$ cat config.mk
export PLATFORM = sky130hd
export DESIGN_NAME = tdc_event_framer
export DESIGN_NICKNAME = d
export VERILOG_FILES = /design/src/rtl/tdc_pkg.sv /design/src/rtl/tdc_event_framer_timeout.sv /design/src/rtl/tdc_event_framer.sv
export SDC_FILE = /design/constraint.sdc
export NUM_CORES = 1
export LEC_CHECK = 0
export CELL_PAD_IN_SITES_DETAIL_PLACEMENT = 1
export CELL_PAD_IN_SITES_GLOBAL_PLACEMENT = 1
export CORE_UTILIZATION = 38
export CTS_CLUSTER_DIAMETER = 150
export DETAILED_ROUTE_END_ITERATION = 12
export PLACE_DENSITY_LB_ADDON = 0.3
export REMOVE_ABC_BUFFERS = 1
export SKIP_LAST_GASP = 1
export SLEW_MARGIN = 20
export SYNTH_ARGS = -nofsm -noshare
export SYNTH_HDL_FRONTEND = slang
export SYNTH_SLANG_ARGS = --single-unit
$ cat constraint.sdc
create_clock -name clk -period 4.15 [get_ports clk]
set_input_delay 0.83 -clock clk [delete_from_list [all_inputs] [get_ports clk]]
set_output_delay 0.83 -clock clk [all_outputs]
set_load 0.01 [all_outputs]
$ cat src/rtl/tdc_pkg.sv
// Shared constants for the TDC-GPX timestamp path.
// Holds the START marker word, the I-mode hit field positions and the
// framer state encoding. The histogramming controller imports the same
// marker and field constants, so the two blocks cannot disagree on format.
package tdc_pkg;

  localparam logic [31:0] MARKER = 32'hFFFF_FFFF;

  localparam int unsigned CH_MSB    = 27;
  localparam int unsigned CH_LSB    = 26;
  localparam int unsigned START_MSB = 25;
  localparam int unsigned START_LSB = 18;
  localparam int unsigned SLOPE_BIT = 17;
  localparam int unsigned TIME_MSB  = 16;
  localparam int unsigned TIME_LSB  = 0;

  typedef enum logic [1:0] {
    RUN   = 2'd0,
    HIT   = 2'd1,
    FLUSH = 2'd2
  } state_e;

  function automatic logic [7:0] start_of(input logic [27:0] w);
    return w[START_MSB:START_LSB];
  endfunction

  // The zero top nibble keeps a hit word from ever aliasing MARKER.
  function automatic logic [31:0] hit_word(input logic [27:0] w);
    return {4'h0, w};
  endfunction

endpackage

$ cat src/rtl/tdc_event_framer_timeout.sv
// event_timeout_counter: idle-cycle counter for the open event.
// Ports:
//   clk, reset   clock, asynchronous active-high reset
//   clear_i      return count to zero (has priority over counting)
//   count_en_i   advance by one, saturating at LIMIT-1
//   tmo_o        count has reached LIMIT-1
module event_timeout_counter #(
  parameter int unsigned LIMIT = 1024
) (
  input  logic clk,
  input  logic reset,
  input  logic clear_i,
  input  logic count_en_i,
  output logic tmo_o
);

  localparam int unsigned W = (LIMIT > 2) ? $clog2(LIMIT) : 1;
  localparam logic [W-1:0] LAST = W'(LIMIT - 1);

  logic [W-1:0] timer_q, timer_d;

  always_comb begin
    timer_d = timer_q;
    if (clear_i) begin
      timer_d = '0;
    end else if (count_en_i && (timer_q != LAST)) begin
      timer_d = timer_q + W'(1);
    end
  end

  always_ff @(posedge clk or posedge reset) begin
    if (reset) timer_q <= '0;
    else       timer_q <= timer_d;
  end

  assign tmo_o = (timer_q == LAST);

endmodule

$ cat src/rtl/tdc_event_framer.sv
// tdc_event_framer: frames raw TDC-GPX I-mode hits into the timestamp FIFO.
// Writes {4'h0, hit} per hit and MARKER at every event boundary (start
// number change, inactivity timeout, or enable falling with an event open).
// Caps hits per event at MAX_HITS and counts the discarded ones.
// Ports:
//   clk, reset             clock, asynchronous active-high reset
//   enable                 framing enable; low drains and discards input
//   tdc_data/valid/ready   28-bit hit word handshake
//   fifo_din, fifo_wr_en   registered FIFO write port
//   fifo_full              FIFO programmable-full (>= 2 entries margin)
//   event_count            markers written (wrapping)
//   drop_count             hits dropped by the cap (saturating)
module tdc_event_framer
  import tdc_pkg::*;
#(
  parameter int unsigned TIMEOUT_CYCLES = 1024,
  parameter int unsigned MAX_HITS       = 8
) (
  input  logic        clk,
  input  logic        reset,
  input  logic        enable,
  input  logic [27:0] tdc_data,
  input  logic        tdc_valid,
  output logic        tdc_ready,
  output logic [31:0] fifo_din,
  output logic        fifo_wr_en,
  input  logic        fifo_full,
  output logic [31:0] event_count,
  output logic [15:0] drop_count
);

  localparam logic [3:0] HIT_CAP = 4'(MAX_HITS);

  state_e      state_q, state_d;
  logic        open_q, open_d;
  logic [7:0]  cur_start_q, cur_start_d;
  logic [3:0]  nhits_q, nhits_d;
  logic [27:0] hold_q, hold_d;
  logic [31:0] din_q, din_d;
  logic        wr_q, wr_d;
  logic [31:0] ev_q, ev_d;
  logic [15:0] drop_q, drop_d;
  logic        rdy_en_q;
  logic        tmo_flag, tmo, accept, cnt_en;

  event_timeout_counter #(.LIMIT(TIMEOUT_CYCLES)) u_timeout (
    .clk       (clk),
    .reset     (reset),
    .clear_i   (wr_d),
    .count_en_i(cnt_en),
    .tmo_o     (tmo_flag)
  );

  assign tmo = open_q & tmo_flag;

  always_comb begin
    state_d     = state_q;
    open_d      = open_q;
    cur_start_d = cur_start_q;
    nhits_d     = nhits_q;
    hold_d      = hold_q;
    din_d       = din_q;
    wr_d        = 1'b0;
    ev_d        = ev_q;
    drop_d      = drop_q;
    tdc_ready   = 1'b0;
    cnt_en      = 1'b0;
    accept      = 1'b0;

    unique case (state_q)
      RUN: begin
        // rdy_en_q holds ready low until the first clock after reset.
        tdc_ready = rdy_en_q & (enable ? (~fifo_full & ~tmo) : 1'b1);
        accept    = tdc_valid & tdc_ready;
        if (!enable) begin
          if (open_q) state_d = FLUSH;
        end else if (accept) begin
          if (!open_q || (start_of(tdc_data) != cur_start_q)) begin
            wr_d        = 1'b1;
            din_d       = MARKER;
            ev_d        = ev_q + 32'd1;
            hold_d      = tdc_data;
            cur_start_d = start_of(tdc_data);
            state_d     = HIT;
          end else if (nhits_q < HIT_CAP) begin
            wr_d    = 1'b1;
            din_d   = hit_word(tdc_data);
            nhits_d = nhits_q + 4'd1;
          end else if (drop_q != 16'hFFFF) begin
            drop_d = drop_q + 16'd1;
          end
        end else if (tmo && !fifo_full) begin
          wr_d    = 1'b1;
          din_d   = MARKER;
          ev_d    = ev_q + 32'd1;
          open_d  = 1'b0;
          nhits_d = '0;
        end
        cnt_en = open_q & ~wr_d;
      end
      HIT: begin
        if (!fifo_full) begin
          wr_d    = 1'b1;
          din_d   = hit_word(hold_q);
          open_d  = 1'b1;
          nhits_d = 4'd1;
          state_d = RUN;
        end
      end
      FLUSH: begin
        if (!fifo_full) begin
          wr_d    = 1'b1;
          din_d   = MARKER;
          ev_d    = ev_q + 32'd1;
          open_d  = 1'b0;
          nhits_d = '0;
          state_d = RUN;
        end
      end
      default: state_d = RUN;
    endcase
  end

  always_ff @(posedge clk or posedge reset) begin
    if (reset) begin
      state_q     <= RUN;
      open_q      <= 1'b0;
      cur_start_q <= '0;
      nhits_q     <= '0;
      hold_q      <= '0;
      din_q       <= '0;
      wr_q        <= 1'b0;
      ev_q        <= '0;
      drop_q      <= '0;
      rdy_en_q    <= 1'b0;
    end else begin
      state_q     <= state_d;
      open_q      <= open_d;
      cur_start_q <= cur_start_d;
      nhits_q     <= nhits_d;
      hold_q      <= hold_d;
      din_q       <= din_d;
      wr_q        <= wr_d;
      ev_q        <= ev_d;
      drop_q      <= drop_d;
      rdy_en_q    <= 1'b1;
    end
  end

  assign fifo_din    = din_q;
  assign fifo_wr_en  = wr_q;
  assign event_count = ev_q;
  assign drop_count  = drop_q;

endmodule

==> flow_summary_export.csv <==
group,metric,value,unit
status,outcome,"complete, no violations",
routing,detail_route.wl_per_cell,18.47,um
sta,min_period,3.204,ns
sta,max_slew_margin,0.4033,
hold_path,holdCritPathClass,"flop to flop",
cells_and_area,drive_gt1_frac,0.1931,
sta,rsz0062_at_grt,"no",
placement,port_buffers,114,
clock_tree,cts_max_level,4,
setup_path,worstSetupEndpointType,"output pin",
power,vdd_drop_max,0.4443,mV
routing,drc,0,
yosys,ys_ff_latch,124,
cells_and_area,final_cell_mix,"124 x dfrtp_1, 114 x clkdlybuf4s50_1, 61 x mux2_2",
yosys,seq_area_frac_synth,0.4919,
cells_and_area,utilization,0.5097,
floorplanning,initial_utilization,0.3929,
hold_path,hold_depth,1,
clock_tree,insertion_delay,0.43,ns
sta,clock_skew,0.01070,ns
cells_and_area,n_antenna_cell,0,
setup_path,slowest_stage,"clkdlybuf4s50_1",
setup_path,path_class,"flop to output pin",
placement,dpl_cell_area,7605,um^2
routing,wl_met3,518,um
sta,finalCritPeriodShare,0.7721,
setup_path,ff2ff_path_depth,6,
sta,holdWs,0.4895,ns
routing,wl_met2,8.777,mm
yosys,syn_area,6309,um^2
sta,setup_viol,0,
yosys,synth_flop_cell,"dfrtp_1",
yosys,synthCells,543,
setup_path,crit_path_start_kind,"flop",
sta,fin_tns_setup,0,ns
yosys,syn_avg_cell_area,11.62,um^2
hold_path,hp-start,"nhits_q[2]",
global_route,grt_usage,0.2111,
setup_path,slowest_delay,0.47,ns
sta,final_hold_viol_count,0,
floorplanning,die_area,17120,um^2
sta,slew_viol_final,0,
setup_path,cp_data_arrival_time,2.37,ns
cells_and_area,layout_commonest_cell,"dfrtp_1",
routing,highest_layer,"met4",
setup_path,timing.rr.end,"event_count[15]",
global_route,grt_pass1_vias,5198,
yosys,ys_async_sr_fraction,1.000,
yosys,ys_types,63,
routing,drtPass1Iterations,6,
global_route,antenna_found_initial,0,
setup_path,crit_start,"u_timeout.timer_q[0]",
cells_and_area,area_growth,29.75,%
setup_path,crit_chain,"ha_1 > and3_4 > nand4_4 > a21bo_2 > and3_1 > clkdlybuf4s50_1",
clock_tree,clock_sinks,124,
setup_path,r2r-start,"state_q[1]",
yosys,synth_edf_count,0,
routing,drtIter0Drc,165,
flow_run,cap_violations,0,
placement,place_congestion,0.7747,
placement,dp_hpwl,11.11,mm
floorplanning,core,16060,um^2
cells_and_area,nets,696,
routing,wl_met1,6.683,mm
clock_tree,root_buffer,"clkbuf_16",
global_route,grt_overflow,0,
clock_tree,clockBufferDepth,2,
clock_tree,post_cts_buffers,0,
clock_tree,cts.reportedPaths.clkPinSlew,0.06,ns
routing,wl,16.32,mm
floorplanning,num_rows,46,
cells_and_area,fin_area,8185,um^2
routing,vias,4667,
routing,postRouteAntennaNets,0,
setup_path,crit_fanout,5,
setup_path,crit_required,3.32,ns
clock_tree,post_cts_resized,0,
global_route,grt_pass1_wl,27.18,mm
global_route,grt_max_degree,69,
sta,worstMarginPinSlew,0.8925,ns
yosys,yosys_warnings,0,
setup_path,ff2ff_setup_slack,1.49,ns
power,p_leak,3.362,nW
floorplanning,die_x,130.8,um
hold_path,min_to,"nhits_q[2]",
routing,via_per_inst,5.279,
clock_tree,cts_tree,"built",
sta,fmax,0.3121,GHz
clock_tree,post_cts_hold_buffer_count,0,
floorplanning,io_pins,115,
power,power_per_cell_area,610.1,nW/um^2
floorplanning,die_h,130.8,um
clock_tree,numCtsBuffers,17,
-- Yosys cell counts (10+ instances only) --
cell / n / share of area
a2bb2oi_1: 30 / 0.042
buf_2: 10 / 0.0079
dfrtp_1: 124 / 0.49
mux2_2: 61 / 0.11
nand2_1: 59 / 0.035
nand3_1: 25 / 0.020
nand4_1: 11 / 0.011
nor2_1: 23 / 0.014
nor3_1: 10 / 0.0079
xnor2_1: 30 / 0.042
xor2_1: 31 / 0.043
-- per-layer routing --
layer  vias to the layer above  global-route usage
met5                         -                   0
met2                        71              0.3778
met3                        22             0.05293
met1                      2407              0.2387
met4                         0             0.08857
li1                       2167                   -
-- report_power, final --
| part | switching, mW | internal, mW | total (mW) | leakage [nW] |
|---|---|---|---|---|
| registers | 0.216 | 1.52 | 1.73 | 1.54 |
| clock network | 0.589 | 0.867 | 1.46 | 0.278 |
| logic | 0.928 | 0.877 | 1.80 | 1.54 |
| total | 1.73 | 3.26 | 4.99 | 3.36 |
-- stage by stage --
stage          setup slack (ns)  power [mW]  cells
4_1_cts                  0.9043       5.074    884
3_3_place_gp             0.9171       3.458    852
3_5_place_dp             0.7984       3.576    852
5_1_grt                  0.7980       5.318    884
6_report                 0.9458       4.994    884
2_1_floorplan           0.02077       2.848    517
-- cell families after synthesis --
kind of cell               after synthesis  share of synthesized area
DFF                                    124                     0.4919
and+or+nand+nor                        185                     0.1743
other                                    1                  0.0005944
muxes                                   63                     0.1121
xor gates and xnor gates                61                    0.08469
AOI/OAI and AO/OA                       67                    0.08806
buffers and inverters                   34                    0.03253
adders and majority gates                8                    0.01587
-- worst max-delay path, delay by kind of cell, from the launching register on --
family	cells	cell delay [ns]
AND/OR/NAND/NOR	3	0.57
flip-flops	1	0.41
AO/OA/AOI/OAI	1	0.26
buffers and inverters	1	0.47
adder cells (fa/ha/maj)	1	0.25
-- state kept, by name, summed over array words and instances (netlist names) --
register	flops
fifo_din	29
fifo_wr_en	1
event_count	32
state_q	2
cur_start_q	7
hold_q	21
drop_count	16
open_q	1
u_timeout.timer_q	10
rdy_en_q	1
nhits_q	4
-- area by class of cell --
cell class	instances	area [um^2]
sequential	124	3103
fill	1670	7873
inverter	8	32.53
clock buffer	19	452.9
timing repair buffer	119	1191
clock inverter	13	127.6
multi-input combinational	385	3008
tap	216	270.3
-- how the worst max path moves through the flow --
stage | cells past startpoint | slack (ns) | endpoint
after floorplan | 1 | 0.02 | cur_start_q[0]
after global placement | 8 | 0.92 | fifo_din[6]
after detailed placement | 8 | 0.80 | fifo_din[5]
after CTS | 6 | 0.90 | tdc_ready
after global routing | 6 | 0.80 | tdc_ready
final | 6 | 0.95 | tdc_ready
Power figures use the tool's default switching activity.
